`config.mk`:
```
export PLATFORM = sky130hd
export DESIGN_NAME = divide_fp
export DESIGN_NICKNAME = d
export VERILOG_FILES = /design/src/rtl/divide_fp.sv
export SDC_FILE = /design/constraint.sdc
export NUM_CORES = 1
export LEC_CHECK = 0
export ABC_CLOCK_PERIOD_IN_PS = 4000
export BUFFER_PORTS_ARGS = -buffer_cell sky130_fd_sc_hd__buf_2
export CORE_MARGIN = 8
export CORE_UTILIZATION = 57
export DETAILED_ROUTE_END_ITERATION = 6
export PLACE_DENSITY = 0.88
export SYNTH_ARGS = -nofsm -noshare
export SYNTH_HDL_FRONTEND = slang
export SYNTH_SLANG_ARGS = --single-unit
```
`constraint.sdc`:
```
create_clock -name clk -period 4 [get_ports clk]
set_input_delay 0.6 -clock clk [delete_from_list [all_inputs] [get_ports clk]]
set_output_delay 0.6 -clock clk [all_outputs]
set_load 0.03 [all_outputs]
```
`src/rtl/divide_fp.sv`:
```
// Iterative sign-magnitude fixed-point divider (16.8 default), one quotient bit per clock.
// Define DIVIDE_FP_ROUND_EN for round-half-up; otherwise the quotient truncates toward zero.
module divide_fp #(
  parameter int SIZE     = 24,
  parameter int INT_SIZE = 16,
  parameter int DEC_SIZE = 8
) (
  input  logic            clk,
  input  logic            rst,
  input  logic            start,
  input  logic [SIZE-1:0] a,
  input  logic [SIZE-1:0] b,
  output logic            busy,
  output logic            done,
  output logic [SIZE-1:0] out,
  output logic            div_zero,
  output logic            overflow
);

  localparam int MAG_W = SIZE - 1;
  localparam int QBITS = MAG_W + DEC_SIZE;
  localparam int CNT_W = $clog2(QBITS);

  if (SIZE != INT_SIZE + DEC_SIZE) begin : g_bad_cfg
    $error("divide_fp: SIZE must equal INT_SIZE + DEC_SIZE");
  end

  typedef enum logic [1:0] {IDLE, RUN, ROUND} state_t;

  state_t             state_q, state_d;
  logic [QBITS-1:0]   num_q, num_d;
  logic [QBITS-1:0]   quo_q, quo_d;
  logic [SIZE-1:0]    rem_q, rem_d;
  logic [MAG_W-1:0]   den_q, den_d;
  logic [CNT_W-1:0]   cnt_q, cnt_d;
  logic               sign_q, sign_d;
  logic               busy_q, busy_d;
  logic               done_q, done_d;
  logic [SIZE-1:0]    out_q, out_d;
  logic               div_zero_q, div_zero_d;
  logic               overflow_q, overflow_d;

  logic [SIZE-1:0]    rem_shift;
  logic               round_up;
  logic [QBITS:0]     quo_rnd;
  logic               sat;
  logic [MAG_W-1:0]   mag;

  // NOTE: sequential state uses non-blocking assignments so every flop samples pre-edge values.
  always_ff @(posedge clk) begin
    if (rst) begin
      state_q    <= IDLE;
      num_q      <= '0;
      quo_q      <= '0;
      rem_q      <= '0;
      den_q      <= '0;
      cnt_q      <= '0;
      sign_q     <= 1'b0;
      busy_q     <= 1'b0;
      done_q     <= 1'b0;
      out_q      <= '0;
      div_zero_q <= 1'b0;
      overflow_q <= 1'b0;
    end else begin
      state_q    <= state_d;
      num_q      <= num_d;
      quo_q      <= quo_d;
      rem_q      <= rem_d;
      den_q      <= den_d;
      cnt_q      <= cnt_d;
      sign_q     <= sign_d;
      busy_q     <= busy_d;
      done_q     <= done_d;
      out_q      <= out_d;
      div_zero_q <= div_zero_d;
      overflow_q <= overflow_d;
    end
  end

  always_comb begin
    state_d = state_q;
    case (state_q)
      IDLE:    if (start) state_d = RUN;
      RUN:     if (cnt_q == CNT_W'(QBITS - 1)) state_d = ROUND;
      ROUND:   state_d = IDLE;
      default: state_d = IDLE;
    endcase
  end

  // The remainder stays below den, so dropping its MSB in the shift loses nothing.
  assign rem_shift = {rem_q[SIZE-2:0], num_q[QBITS-1]};

`ifdef DIVIDE_FP_ROUND_EN
  assign round_up = ({rem_q, 1'b0} >= {2'b00, den_q});
`else
  assign round_up = 1'b0;
`endif

  assign quo_rnd = {1'b0, quo_q} + (QBITS+1)'(round_up);
  assign sat     = |quo_rnd[QBITS:MAG_W];
  assign mag     = sat ? {MAG_W{1'b1}} : quo_rnd[MAG_W-1:0];

  // NOTE: every target gets a default first so no path through the case infers a latch.
  always_comb begin
    num_d      = num_q;
    quo_d      = quo_q;
    rem_d      = rem_q;
    den_d      = den_q;
    cnt_d      = cnt_q;
    sign_d     = sign_q;
    busy_d     = busy_q;
    done_d     = 1'b0;
    out_d      = out_q;
    div_zero_d = div_zero_q;
    overflow_d = overflow_q;
    case (state_q)
      IDLE: begin
        if (start) begin
          num_d  = {a[MAG_W-1:0], {DEC_SIZE{1'b0}}};
          den_d  = b[MAG_W-1:0];
          sign_d = a[SIZE-1] ^ b[SIZE-1];
          quo_d  = '0;
          rem_d  = '0;
          cnt_d  = '0;
          busy_d = 1'b1;
        end
      end
      RUN: begin
        num_d = num_q << 1;
        cnt_d = cnt_q + 1'b1;
        if (rem_shift >= {1'b0, den_q}) begin
          rem_d = rem_shift - {1'b0, den_q};
          quo_d = {quo_q[QBITS-2:0], 1'b1};
        end else begin
          rem_d = rem_shift;
          quo_d = {quo_q[QBITS-2:0], 1'b0};
        end
      end
      ROUND: begin
        busy_d = 1'b0;
        done_d = 1'b1;
        if (den_q == '0) begin
          out_d      = {sign_q, {MAG_W{1'b1}}};
          div_zero_d = 1'b1;
          overflow_d = 1'b0;
        end else begin
          // A zero magnitude is always reported as +0.
          out_d      = (mag == '0) ? '0 : {sign_q, mag};
          div_zero_d = 1'b0;
          overflow_d = sat;
        end
      end
      default: ;
    endcase
  end

  assign busy     = busy_q;
  assign done     = done_q;
  assign out      = out_q;
  assign div_zero = div_zero_q;
  assign overflow = overflow_q;

endmodule

```
* Word level (Yosys, flattened, before mapping) *
Index checks and enable logic that the tools add are counted.

cells by class
  order comparisons = 1
  eq/ne operators = 5
  $add $sub $neg = 2
  reductions and logical operators = 10
  bitwise logic cells = 1
  muxes and demuxes = 21

operators with widths
  kind                   number
  $pmux W31 S2           2
  $mux W23               3
  $mux W31               2
  $mux W24               2
  $logic_not A23 Y1      2
  $pmux W23 S2           1
  $ge A24 B23 Y1         1
  $sub A23 B23 Y23       1
  $pmux W5 S2            1
  $reduce_and A2 Y1      4
  $reduce_or A8 Y1       1
  $add A5 B1 Y5 const B  1
  $eq A5 B5 Y1 const B   1
  $mux W1                5
  $mux W5                1
  $mux W2                2
  $ne A2 B2 Y1 const B   2
  $pmux W2 S2            1
  $reduce_bool A2 Y1     2
  $eq A2 B1 Y1 const B   1
  $eq A2 B2 Y1 const B   1
  $logic_not A2 Y1       1
  $pmux W1 S2            1
  $xor A1 B1 Y1          1

word-level totals
  output and inout bits = 28
  logic and storage cells = 52
  input bits = 51
  register bits after elaboration = 144

* Logic depth before layout (Yosys ltp) *
Gate-level depths: netlist of run 1.

  depth after elaboration = 5
  gate-level depth with buffers = 13
  mapped depth without buffers = 11

* Worst setup path before layout of run 1 *
Ideal clock, no wire load.

  path type = flip-flop to flip-flop
  from = register num_q[30]
  to = register rem_q[1]
  stages on the path, launching flop included = 14
  data required time = 3871 ps
  buffers on the path = 2
  clock period less this slack = 2382 ps
  path slack = 1618 ps
  data arrival time = 2253 ps
  setup time = 129 ps
  path through = dfxtp_1 -> inv_1 -> ha_1 -> inv_1 -> fa_1 -> a211oi_1 -> o21a_1 -> a21oi_2 -> a31oi_1 -> and3_1 -> buf_6 -> buf_12 -> mux2i_1 -> o21ai_0

on the way
  word-level cells in the longest chain between the ends = 3
  elaborated cells on any way between the ends = 4
  those cells by class = 1 x add/sub; 1 x order compare; 2 x mux

RTL lines
  element                                                    RTL line  RTL
  start, declared                                            31        logic [QBITS-1:0] num_q, num_d;
  start signal, assigned                                     66        num_q <= num_d;
  $sub A23 B23 Y23 / $ge A24 B23 Y1 (equally long branches)  132, 131
  $mux W23 *                                                 131       if (rem_shift >= {1'b0, den_q}) begin
  $pmux W23 S2 *                                             116       case (state_q)
  end signal, assigned                                       68        rem_q <= rem_d;
  end, declared                                              33        logic [SIZE-1:0] rem_q, rem_d;

Every way passes the cells marked *; elsewhere a longest branch is shown, timed or not.
A chain may end at the register's enable or synchronous reset.

* Worst setup path after layout of run 1 *
  from = register num_q[30]
  to = register rem_q[15]

Same word-level chain as after synthesis.

==> results of run 1 <==
==> cells in the mapped netlist (9+ instances only) <==
cell,instances,share of area
a211oi_1,9,0.010
a21oi_1,74,0.056
a22o_1,31,0.041
a32oi_1,11,0.014
clkbuf_1,44,0.025
dfxtp_1,136,0.41
ha_1,25,0.047
inv_1,36,0.020
mux2i_1,10,0.015
nand2_1,83,0.047
nand2b_1,9,0.0085
nand4_1,10,0.0094
nor2_1,108,0.061
nor2b_1,28,0.026
nor3_1,74,0.056
nor4_1,12,0.011
o21ai_0,26,0.020
xnor2_1,10,0.013
xor2_1,10,0.013
==> state kept, by name, indices dropped and copies added (netlist names) <==
register	count
rem_q	23
div_zero	1
busy	1
state_q	2
quo_q	31
den_q	23
done	1
cnt_q	5
num_q	23
overflow	1
sign_q	1
out	24
==> area by class of cell <==
| type | count | area, µm² | share of cell area |
|---|---|---|---|
| Timing Repair Buffer | 85 | 443 | 0.0584 |
| Multi-Input combinational cell | 602 | 3550 | 0.468 |
| Tap cell | 143 | 179 | 0.0236 |
| Sequential cell | 136 | 2720 | 0.359 |
| Inverter | 36 | 135 | 0.0178 |
| Clock inverter | 15 | 133 | 0.0175 |
| Clock buffer | 17 | 425 | 0.0561 |
==> metal layers <==
layer	global-route usage	up-vias
met5	0	-
met4	0.0751	0
met3	0.0435	20
met2	0.307	185
met1	0.279	2713
li1	-	3014
==> cells by family (layout without fill, tap and decap cells) <==
family                     after synthesis  in the layout
buffers and inverters                   95            153
DFF                                    136            136
xor gates and xnor gates                20             20
muxes                                   11             11
and+or+nand+nor                        348            348
adders and majority gates               26             26
AOI/OAI and AO/OA                      197            197
==> where the power goes <==
part           switching, mW  leakage, nW  internal [mW]  total, mW
combinational           1.62         1.86           1.19       2.81
clock                  0.645        0.271          0.816       1.46
sequential             0.130         1.11           1.49       1.62
total                   2.40         3.23           3.50       5.89
==> metrics by stage <==
step	std cells	power [mW]	hold slack (ns)	setup slack, ns
floorplan	833	4.08	0.437	1.62
global placement	1002	4.33	0.438	1.11
detailed placement	1002	4.38	0.453	1.01
CTS	1034	5.86	0.402	1.00
global route	1034	6.26	0.412	0.786
finish	1034	5.89	0.416	0.991
==> critical path: cells and delay by family, from the launching register on <==
| family | cells | cell delay [ns] |
|---|---|---|
| AO/OA/AOI/OAI | 5 | 0.84 |
| adder cells (fa/ha/maj) | 2 | 0.58 |
| AND/OR/NAND/NOR | 1 | 0.52 |
| buffers and inverters | 3 | 0.43 |
| flip-flops | 1 | 0.30 |
| multiplexers | 1 | 0.19 |
==> worst max path at each step <==
stage                     slack (ns)  startpoint         to  cells past startpoint
after floorplan                 1.62   num_q[30]   rem_q[1]                     13
after global routing            0.79   num_q[30]  rem_q[15]                     12
final                           0.99   num_q[30]  rem_q[15]                     12
after CTS                       1.00   num_q[30]  rem_q[15]                     12
after global placement          1.11   num_q[30]  rem_q[16]                     12
after detailed placement        1.01   num_q[30]  rem_q[15]                     12
==> impl_metrics.py, run 1 <==
metrics = {
    "clock_tree": {
        "clock_sinks": 136,
        "htreeDepth": 4,
        "cts_root_buffer": "clkbuf_16",
        "clk_latency_ns": 0.42,
        "hold_buffers": 0,
        "cts_tree": "done",
        "post_cts_resized": 0,
        "clockBufferDepth": 2,
        "numCtsBuffers": 17,
        "cts.clk_slew.worst_paths_ns": 0.06,
        "post-cts-setup-buffers": 0,
    },
    "critical_path": {
        "reg2reg_slack_ns": 0.99,
        "critPathKind": "register to register",
        "r2r_end": "rem_q[15]",
        "cp-end-kind": "register",
        "critPathSlowestCell": "and3_1",
        "cp.required_ns": 4.28,
        "crit_chain": "inv_1 -> ha_1 -> inv_1 -> fa_1 -> a211oi_1 -> o21a_1 -> a21oi_2 -> a31oi_1 -> and3_1 -> buf_4 -> mux2i_1 -> o21ai_0",
        "crit_path_start_kind": "register",
        "crit_fanout": 12,
        "crit_path_frequent_cell": "inv_1",
        "worstRegToRegCells": 12,
        "arrival_ns": 3.29,
        "cpPeakStageDelay_ns": 0.52,
        "reg2reg_from": "num_q[30]",
    },
    "run": {
        "max_cap_viol_count": 0,
    },
    "cells_and_area": {
        "layout-drive-gt1-share": 0.150,
        "layout.nets": 955,
        "final_cell_mix": "dfxtp_1, nor2_1, nand2_1",
        "fillers": 948,
        "n_antenna_cell": 0,
        "finish.instance_area_um2": 7580,
        "syn2layout_area_growth_pct": 13.9,
        "fin_util": 0.664,
        "layout_commonest_cell": "dfxtp_1",
    },
    "drt": {
        "drtIter0Drc": 660,
        "wl_um": 15700,
        "avgViaCountPerCell": 5.74,
        "ant_nets": 0,
        "top_layer": "met4",
        "wire_per_inst_um": 15.1,
        "wl_met3_um": 1190,
        "drc_errors": 0,
        "wl_met1_um": 7260,
        "first_pass_iters": 5,
        "met2_wirelength_um": 7000,
        "vias": 5932,
    },
    "status": {
        "status": "completed",
    },
    "placement": {
        "gp_congestion": 0.920,
        "io_buffers": 78,
        "place_hpwl_um": 10600,
        "placed_cell_area_um2": 7030,
    },
    "yosys": {
        "synthXorXnorAreaFrac": 0.0263,
        "async_flop_share": 0,
        "syn_area_um2": 6660,
        "synth_compound_area_frac": 0.192,
        "syn_nets": 910,
        "synth_mux_area_frac": 0.0167,
        "synth_top_family_by_area": "simple AND/OR/NAND/NOR gates",
        "netlist_instances": 833,
        "synth-simple-area-share": 0.245,
        "ys.flop_type": "dfxtp_1",
        "syn-mean-instance-area_um2": 7.99,
        "synth_fa_ha_area_frac": 0.0500,
        "synth_edf_count": 0,
        "ys_types": 60,
        "synth_warnings": 0,
        "ys_seq_elements": 136,
        "yosysSeqAreaShare": 0.409,
    },
    "sta": {
        "fin_tns_setup_ns": 0,
        "timing.final.crit_share": 0.752,
        "post-route-min-period_ns": 3.01,
        "rsz0062_at_grt": "false",
        "setup_viol": 0,
        "worst_pin_slew_ns": 1.09,
        "slew_headroom": 0.273,
        "slew_viol_final": 0,
        "fmax_ghz": 0.332,
        "hold_viol": 0,
        "clock_skew_ns": 0.00676,
    },
    "die": {
        "coreArea_um2": 11400,
        "die_x_um": 124,
        "die_h_um": 124,
        "start_util": 0.583,
        "num_rows": 39,
        "die_area_um2": 15400,
        "io_pins": 79,
    },
    "pwr": {
        "p_leak_nw": 3.23,
        "peakVddDrop_mv": 0.677,
        "power_density_nw_per_um2": 777,
    },
    "hold_path": {
        "hold_path_end": "den_q[10]",
        "hold_path.class": "input port to register",
        "hp-start": "b[10]",
        "hold_depth": 3,
    },
    "global_route": {
        "grt_pass1_wl_um": 25400,
        "grt_max_degree": 50,
        "track_usage": 0.203,
        "grt_pass1_vias": 5262,
        "grt.overflow.total": 0,
        "antenna_found_initial": 0,
    },
}
Note: power is estimated with default switching activity, not from simulation.
==> run 2, diff against run 1 <==
Settings changed: ABC_AREA from default to 1, ABC_CLOCK_PERIOD_IN_PS 4000 to 2700, CORE_UTILIZATION 57 to 53, PLACE_DENSITY 0.88 to 0.86.
Clock period 4 ns to 2.7 ns, I/O delays scaled along.
==> run 2 against run 1 <==
Global-route usage grew 0.60 points; sequential share of layout area down 2.8 points; utilization is 3.5 points lower; final area is 8.6% higher; flip-flop and latch count is the same; total power increased by 58%; clock skew is 0.0026 ns higher; sequential power rose by 46%; die area increased by 12%; clock-buffer cell count increased by 1; critical path type unchanged; largest cell class unchanged; highest routed layer unchanged.
==> impl_metrics.py, run 2 <==
metrics = {
    "status": {
        "status": "completed",
    },
    "critical_path": {
        "reg2reg_from": "num_q[30]",
        "critPathKind": "register to register",
        "r2r_end": "rem_q[2]",
        "crit_chain": "inv_1 -> ha_1 -> inv_1 -> fa_1 -> nand2_1 -> nand2_1 -> nand3_1 -> nand2_2 -> nand2_1 -> nand4_4 -> buf_12 -> nor2_1 -> nor2_1 -> nand2_1 -> a21oi_1",
        "worst-path-buf-inv": 3,
        "worstRegToRegCells": 15,
        "cp_top_family": "simple AND/OR/NAND/NOR gates",
        "critPathSlowestCell": "fa_1",
        "crit_fanout": 20,
        "crit_path_start_kind": "register",
        "cpPeakStageDelay_ns": 0.38,
        "arrival_ns": 2.74,
        "cp-end-kind": "register",
        "reg2reg_slack_ns": 0.25,
        "cp.required_ns": 2.99,
        "crit_path_frequent_cell": "nand2_1",
    },
    "cells_and_area": {
        "largest_reg_flops": 31,
        "n_antenna_cell": 0,
        "regArea_um2": 2720,
        "fin_cells": 1269,
        "top_register": "quo_q",
        "fin_util": 0.629,
        "multi_input_area_um2": 3650,
        "layout.nets": 1157,
        "syn2layout_area_growth_pct": 17.1,
        "finish.instance_area_um2": 8240,
        "final_cell_mix": "nand2_1, dfxtp_1, inv_1",
        "fillers": 1120,
        "layout_commonest_cell": "nand2_1",
        "layout-drive-gt1-share": 0.171,
    },
    "yosys": {
        "synth_compound_area_frac": 0.168,
        "synth_fa_ha_area_frac": 0.0473,
        "ys.flop_type": "dfxtp_1",
        "synthXorXnorAreaFrac": 0.0137,
        "ys_seq_elements": 136,
        "synth_edf_count": 0,
        "synth_top_area_cell": "dfxtp_1",
        "ys_types": 34,
        "syn_nets": 1089,
        "ys_top_cells_by_area": "dfxtp_1, nand2_1, inv_1",
        "async_flop_share": 0,
        "syn-mean-instance-area_um2": 6.95,
        "yosysSeqAreaShare": 0.387,
        "synth_warnings": 0,
        "synth_top_family_by_area": "simple AND/OR/NAND/NOR gates",
        "synth_mux_area_frac": 0,
        "syn_area_um2": 7040,
        "synthTopCellsByCount": "nand2_1, dfxtp_1, inv_1",
        "yosysTopAreaCellShare": 0.387,
        "synth-simple-area-share": 0.288,
        "netlist_instances": 1012,
        "yosysMostFrequentCell": "nand2_1",
    },
    "clock_tree": {
        "post_cts_resized": 0,
        "clockBufferDepth": 2,
        "numCtsBuffers": 17,
        "clock_sinks": 136,
        "cts.clk_slew.worst_paths_ns": 0.06,
        "clk_latency_ns": 0.43,
        "cts_tree": "done",
        "cts_root_buffer": "clkbuf_16",
        "htreeDepth": 4,
    },
    "pwr": {
        "p_leak_nw": 3.62,
        "power_density_nw_per_um2": 1130,
        "peakVddDrop_mv": 0.831,
    },
    "drt": {
        "vias": 6903,
        "wl_um": 18100,
        "ant_nets": 0,
        "drtIter0Drc": 718,
        "first_pass_iters": 5,
        "avgViaCountPerCell": 5.44,
        "drc_errors": 0,
        "wire_per_inst_um": 14.3,
    },
    "die": {
        "coreArea_um2": 13100,
        "die_area_um2": 17200,
        "num_rows": 42,
        "die_h_um": 131,
        "start_util": 0.538,
        "die_x_um": 131,
        "io_pins": 79,
    },
    "sta": {
        "timing.final.crit_share": 0.909,
        "hold-worst-slack_ns": 0.218,
        "setup_viol": 0,
        "rsz0062_at_grt": "false",
        "post-route-min-period_ns": 2.45,
        "clock_skew_ns": 0.00938,
        "fin_tns_setup_ns": 0,
        "worst_pin_slew_ns": 1.01,
        "slew_viol_final": 0,
        "fmax_ghz": 0.407,
        "hold_viol": 0,
        "slew_headroom": 0.325,
    },
    "placement": {
        "placed_cell_area_um2": 7580,
        "io_buffers": 78,
        "place_hpwl_um": 12200,
        "numPlacedInstances": 1233,
        "gp_congestion": 0.931,
    },
    "hold_path": {
        "hp-start": "b[0]",
        "hold_path.class": "input port to register",
        "hold_path_end": "den_q[0]",
        "hold_depth": 3,
    },
    "global_route": {
        "antenna_found_initial": 0,
        "grt_pass1_vias": 6431,
        "grt_pass1_wl_um": 30700,
        "track_usage": 0.209,
        "grt_max_degree": 58,
        "grt.overflow.total": 0,
    },
    "run": {
        "max_cap_viol_count": 0,
    },
}
-- run 2: cell count changes after synthesis, moves of 11 or more --
cell,previous run,this run
o21ai_0,26,48
nor2b_1,28,0
a22o_1,31,0
nand2_1,83,297
nor3_1,74,4
a32oi_1,11,0
nor2_1,108,64
a31oi_1,5,17
inv_1,36,125
nor2_2,0,30
o32ai_1,0,23
a21oi_2,1,18
nand3_1,5,42
-- run 2: power by group --
| group | total, mW | internal, mW | switching (mW) |
|---|---|---|---|
| Combinational | 4.48 | 1.69 | 2.79 |
| Sequential | 2.36 | 2.20 | 0.164 |
| Clock | 2.48 | 1.55 | 0.921 |
| Total | 9.31 | 5.44 | 3.88 |
-- run 2: kinds of logic after synthesis --
logic type / count (synthesis)
compound gates: 195
flops: 136
fa+ha+maj: 26
simple gates: 472
xor+xnor: 11
buf+inv: 172
-- run 2: what timing repair did --
item                       4_1_cts  5_1_grt
hold buffers                     0        0
setup endpoints to repair        0        6
setup buffers                    0        4
-- run 2: cell type report --
cell class | count | share of cell area
clock buffer | 18 | 0.0521
sequential | 136 | 0.331
timing repair buffer | 94 | 0.0653
multi-input combinational | 704 | 0.443
tap | 176 | 0.0267
inverter | 127 | 0.0579
clock inverter | 14 | 0.0240
-- run 2: metal layers --
| layer | share of wire | GRT usage |
|---|---|---|
| met1 | 0.46 | 0.270 |
| met5 | 0 | 0 |
| met4 | 0.023 | 0.0833 |
| met3 | 0.062 | 0.0473 |
| met2 | 0.46 | 0.332 |
-- run 2: tightest hold or removal path, stage by stage --
cell    delay [ns]
buf_2         0.07
nor2_1        0.05
nor2_1        0.08
-- run 2: worst max path at each step --
| stage | slack (ns) | cells after the start | endpoint | start |
|---|---|---|---|---|
| after floorplan | 0.64 | 15 | rem_q[11] | num_q[30] |
| after global placement | 0.28 | 15 | rem_q[5] | num_q[30] |
| after detailed placement | 0.16 | 15 | rem_q[2] | num_q[30] |
| after CTS | 0.12 | 15 | rem_q[2] | num_q[30] |
| after global routing | 0.08 | 15 | rem_q[2] | num_q[30] |
| final | 0.25 | 15 | rem_q[2] | num_q[30] |
-- run 2: stage by stage --
step | total power, mW | setup WS [ns]
floorplan | 5.76 | 0.640
global placement | 6.50 | 0.284
detailed placement | 6.61 | 0.160
CTS | 9.11 | 0.116
global route | 9.98 | 0.0754
finish | 9.31 | 0.246
==> run 3, diff against run 2 <==
--- a/config.mk
+++ b/config.mk
@@ -9,8 +9,10 @@
 export ABC_CLOCK_PERIOD_IN_PS = 2700
 export BUFFER_PORTS_ARGS = -buffer_cell sky130_fd_sc_hd__buf_2
+export CELL_PAD_IN_SITES_DETAIL_PLACEMENT = 0
+export CELL_PAD_IN_SITES_GLOBAL_PLACEMENT = 2
 export CORE_MARGIN = 8
-export CORE_UTILIZATION = 53
+export CORE_UTILIZATION = 30
 export DETAILED_ROUTE_END_ITERATION = 6
-export PLACE_DENSITY = 0.86
+export PLACE_DENSITY = 0.87
 export SYNTH_ARGS = -nofsm -noshare
 export SYNTH_HDL_FRONTEND = slang
==> constraint.sdc (replaced) <==
create_clock -name clk -period 2.7 [get_ports clk]
set_input_delay 0.81 -clock clk [delete_from_list [all_inputs] [get_ports clk]]
set_output_delay 0.81 -clock clk [all_outputs]
set_load 0.03 [all_outputs]
==> run 3 against run 2 <==
Setup slack better by 0.24 ns; sequential share of layout area is 0.44 points lower; die area is 66% higher; total power is 4.7% lower; maximum frequency is 11% higher; combinational power is 4% lower; first-iteration DRC count is 47% lower; highest routed layer unchanged.
==> impl_metrics.py, run 3 (same netlist as run 2, synthesis figures left out) <==
metrics = {
    "status": {
        "status": "completed",
    },
    "sta": {
        "clock_skew_ns": 0.0153,
        "fin_tns_setup_ns": 0,
        "hold_viol": 0,
        "timing.final.crit_share": 0.820,
        "post-route-min-period_ns": 2.21,
        "rsz0062_at_grt": "false",
        "slew_headroom": 0.620,
        "worst_pin_slew_ns": 0.570,
        "setup_viol": 0,
        "fmax_ghz": 0.452,
        "slew_viol_final": 0,
    },
    "critical_path": {
        "arrival_ns": 2.51,
        "cpPeakStageDelay_ns": 0.39,
        "reg2reg_from": "den_q[0]",
        "cp.required_ns": 3.00,
        "crit_path_frequent_cell": "nand2_1",
        "setup.worst_path.start": "den_q[0]",
        "crit_path_start_kind": "register",
        "cp-end-kind": "register",
        "crit_chain": "ha_1 -> inv_1 -> fa_1 -> nand2_1 -> nand2_1 -> nand3_1 -> nand2_2 -> nand2_1 -> nand4_4 -> buf_4 -> nor2_1 -> nor2_1 -> nand2_1 -> a21oi_1",
        "critPathKind": "register to register",
        "crit_fanout": 16,
        "critPathSlowestCell": "fa_1",
    },
    "clock_tree": {
        "hold_buffers": 0,
        "post-cts-setup-buffers": 0,
        "htreeDepth": 4,
        "numCtsBuffers": 17,
        "clock_sinks": 136,
        "cts_root_buffer": "clkbuf_16",
        "clk_latency_ns": 0.43,
        "cts_tree": "done",
        "post_cts_resized": 0,
        "clockBufferDepth": 2,
        "cts.clk_slew.worst_paths_ns": 0.06,
    },
    "hold_path": {
        "hold_path.class": "register to register",
        "hp-start": "num_q[8]",
    },
    "pwr": {
        "clkPwrFrac": 0.252,
        "peakVddDrop_mv": 0.682,
        "internal_power_mw": 4.92,
        "power.switching_mw": 3.96,
        "swShare": 0.446,
        "p_leak_nw": 3.59,
        "p_comb_frac": 0.483,
        "p_seq_frac": 0.265,
        "power_density_nw_per_um2": 1060,
    },
    "run": {
        "max_cap_viol_count": 0,
    },
    "drt": {
        "wl_um": 19300,
        "ant_nets": 0,
        "drtIter0Drc": 377,
        "wire_per_inst_um": 13.7,
        "avgViaCountPerCell": 4.58,
        "vias": 6468,
        "drc_errors": 0,
        "first_pass_iters": 5,
    },
    "cells_and_area": {
        "layout-drive-gt1-share": 0.172,
        "top_register": "quo_q",
        "finish.instance_area_um2": 8350,
        "n_antenna_cell": 0,
        "layout.nets": 1157,
        "layout_commonest_cell": "nand2_1",
        "largest_reg_flops": 31,
        "syn2layout_area_growth_pct": 18.6,
        "final_cell_mix": "nand2_1, dfxtp_1, inv_1",
    },
    "die": {
        "die_x_um": 169,
        "die_area_um2": 28600,
        "start_util": 0.302,
        "num_rows": 56,
        "coreArea_um2": 23300,
        "io_pins": 79,
        "die_h_um": 169,
    },
    "global_route": {
        "grt_max_degree": 57,
        "grt_pass1_wl_um": 32100,
        "grt_pass1_vias": 6292,
        "grt.overflow.total": 0,
        "track_usage": 0.138,
        "antenna_found_initial": 0,
    },
    "placement": {
        "gp_congestion": 0.849,
        "io_buffers": 78,
        "place_hpwl_um": 13900,
        "placed_cell_area_um2": 7790,
    },
}
==> run 3: cell types whose count changed in the layout (fill, tap and decap cells not counted) <==
| cell | before | now |
|---|---|---|
| inv_8 | 2 | 3 |
| clkinvlp_4 | 3 | 2 |
| clkinv_2 | 3 | 1 |
| clkbuf_1 | 1 | 0 |
| inv_6 | 1 | 6 |
| bufinv_16 | 4 | 0 |
| clkinv_4 | 1 | 3 |
==> run 3: path summary, 6_finish.rpt <==
check / endpoint / slack, ns / cells past startpoint
max reg2reg: rem_q[4] / 0.49 / 14
max: rem_q[4] / 0.49 / 14
min reg2reg: num_q[8] / 0.46 / 2
min: num_q[8] / 0.46 / 2
==> run 3: metal layers <==
metal / wire length, µm / global-route usage / share of wire / vias to the layer above
li1: - / - / - / 3430
met1: 10100 / 0.195 / 0.52 / 2914
met2: 8230 / 0.208 / 0.43 / 111
met3: 757 / 0.0307 / 0.039 / 13
met4: 179 / 0.0389 / 0.0093 / 0
met5: 0 / 0 / 0 / -
==> run 3: cell type report <==
| class | instances | area (µm²) |
|---|---|---|
| fillers | 2564 | 14900 |
| multi-input cells | 704 | 3650 |
| flip-flops and latches | 136 | 2720 |
| repair buffers | 94 | 538 |
| inverters | 127 | 477 |
| clock buffers | 17 | 425 |
| well taps | 319 | 399 |
| clock inverters | 15 | 133 |
==> run 3: power by group through the flow <==
stage	registers (mW)	clock network [mW]	logic [mW]
3_3_place_gp	2.40	0	4.29
2_1_floorplan	2.35	0	3.41
3_5_place_dp	2.39	0	4.30
4_1_cts	2.35	2.29	4.33
5_1_grt	2.38	2.39	4.93
6_report	2.35	2.24	4.29
==> run 3: per-stage QoR <==
step	utilization	setup WS, ns	hold WS (ns)	power, mW	std cells
after detailed placement	0.335	0.449	0.454	6.69	1380
final	0.359	0.486	0.462	8.88	1412
after CTS	0.359	0.451	0.464	8.97	1412
after floorplan	-	0.640	0.436	5.76	1012
after global placement	0.335	0.515	0.451	6.69	1380
after global routing	0.359	0.269	0.481	9.69	1412
==> run 3: critical path: cells and delay by family (launching register included) <==
kind / cells / cell delay, ns
fa+ha+maj: 2 / 0.55
compound gates: 1 / 0.05
simple gates: 9 / 0.83
flops: 1 / 0.38
buf+inv: 2 / 0.29
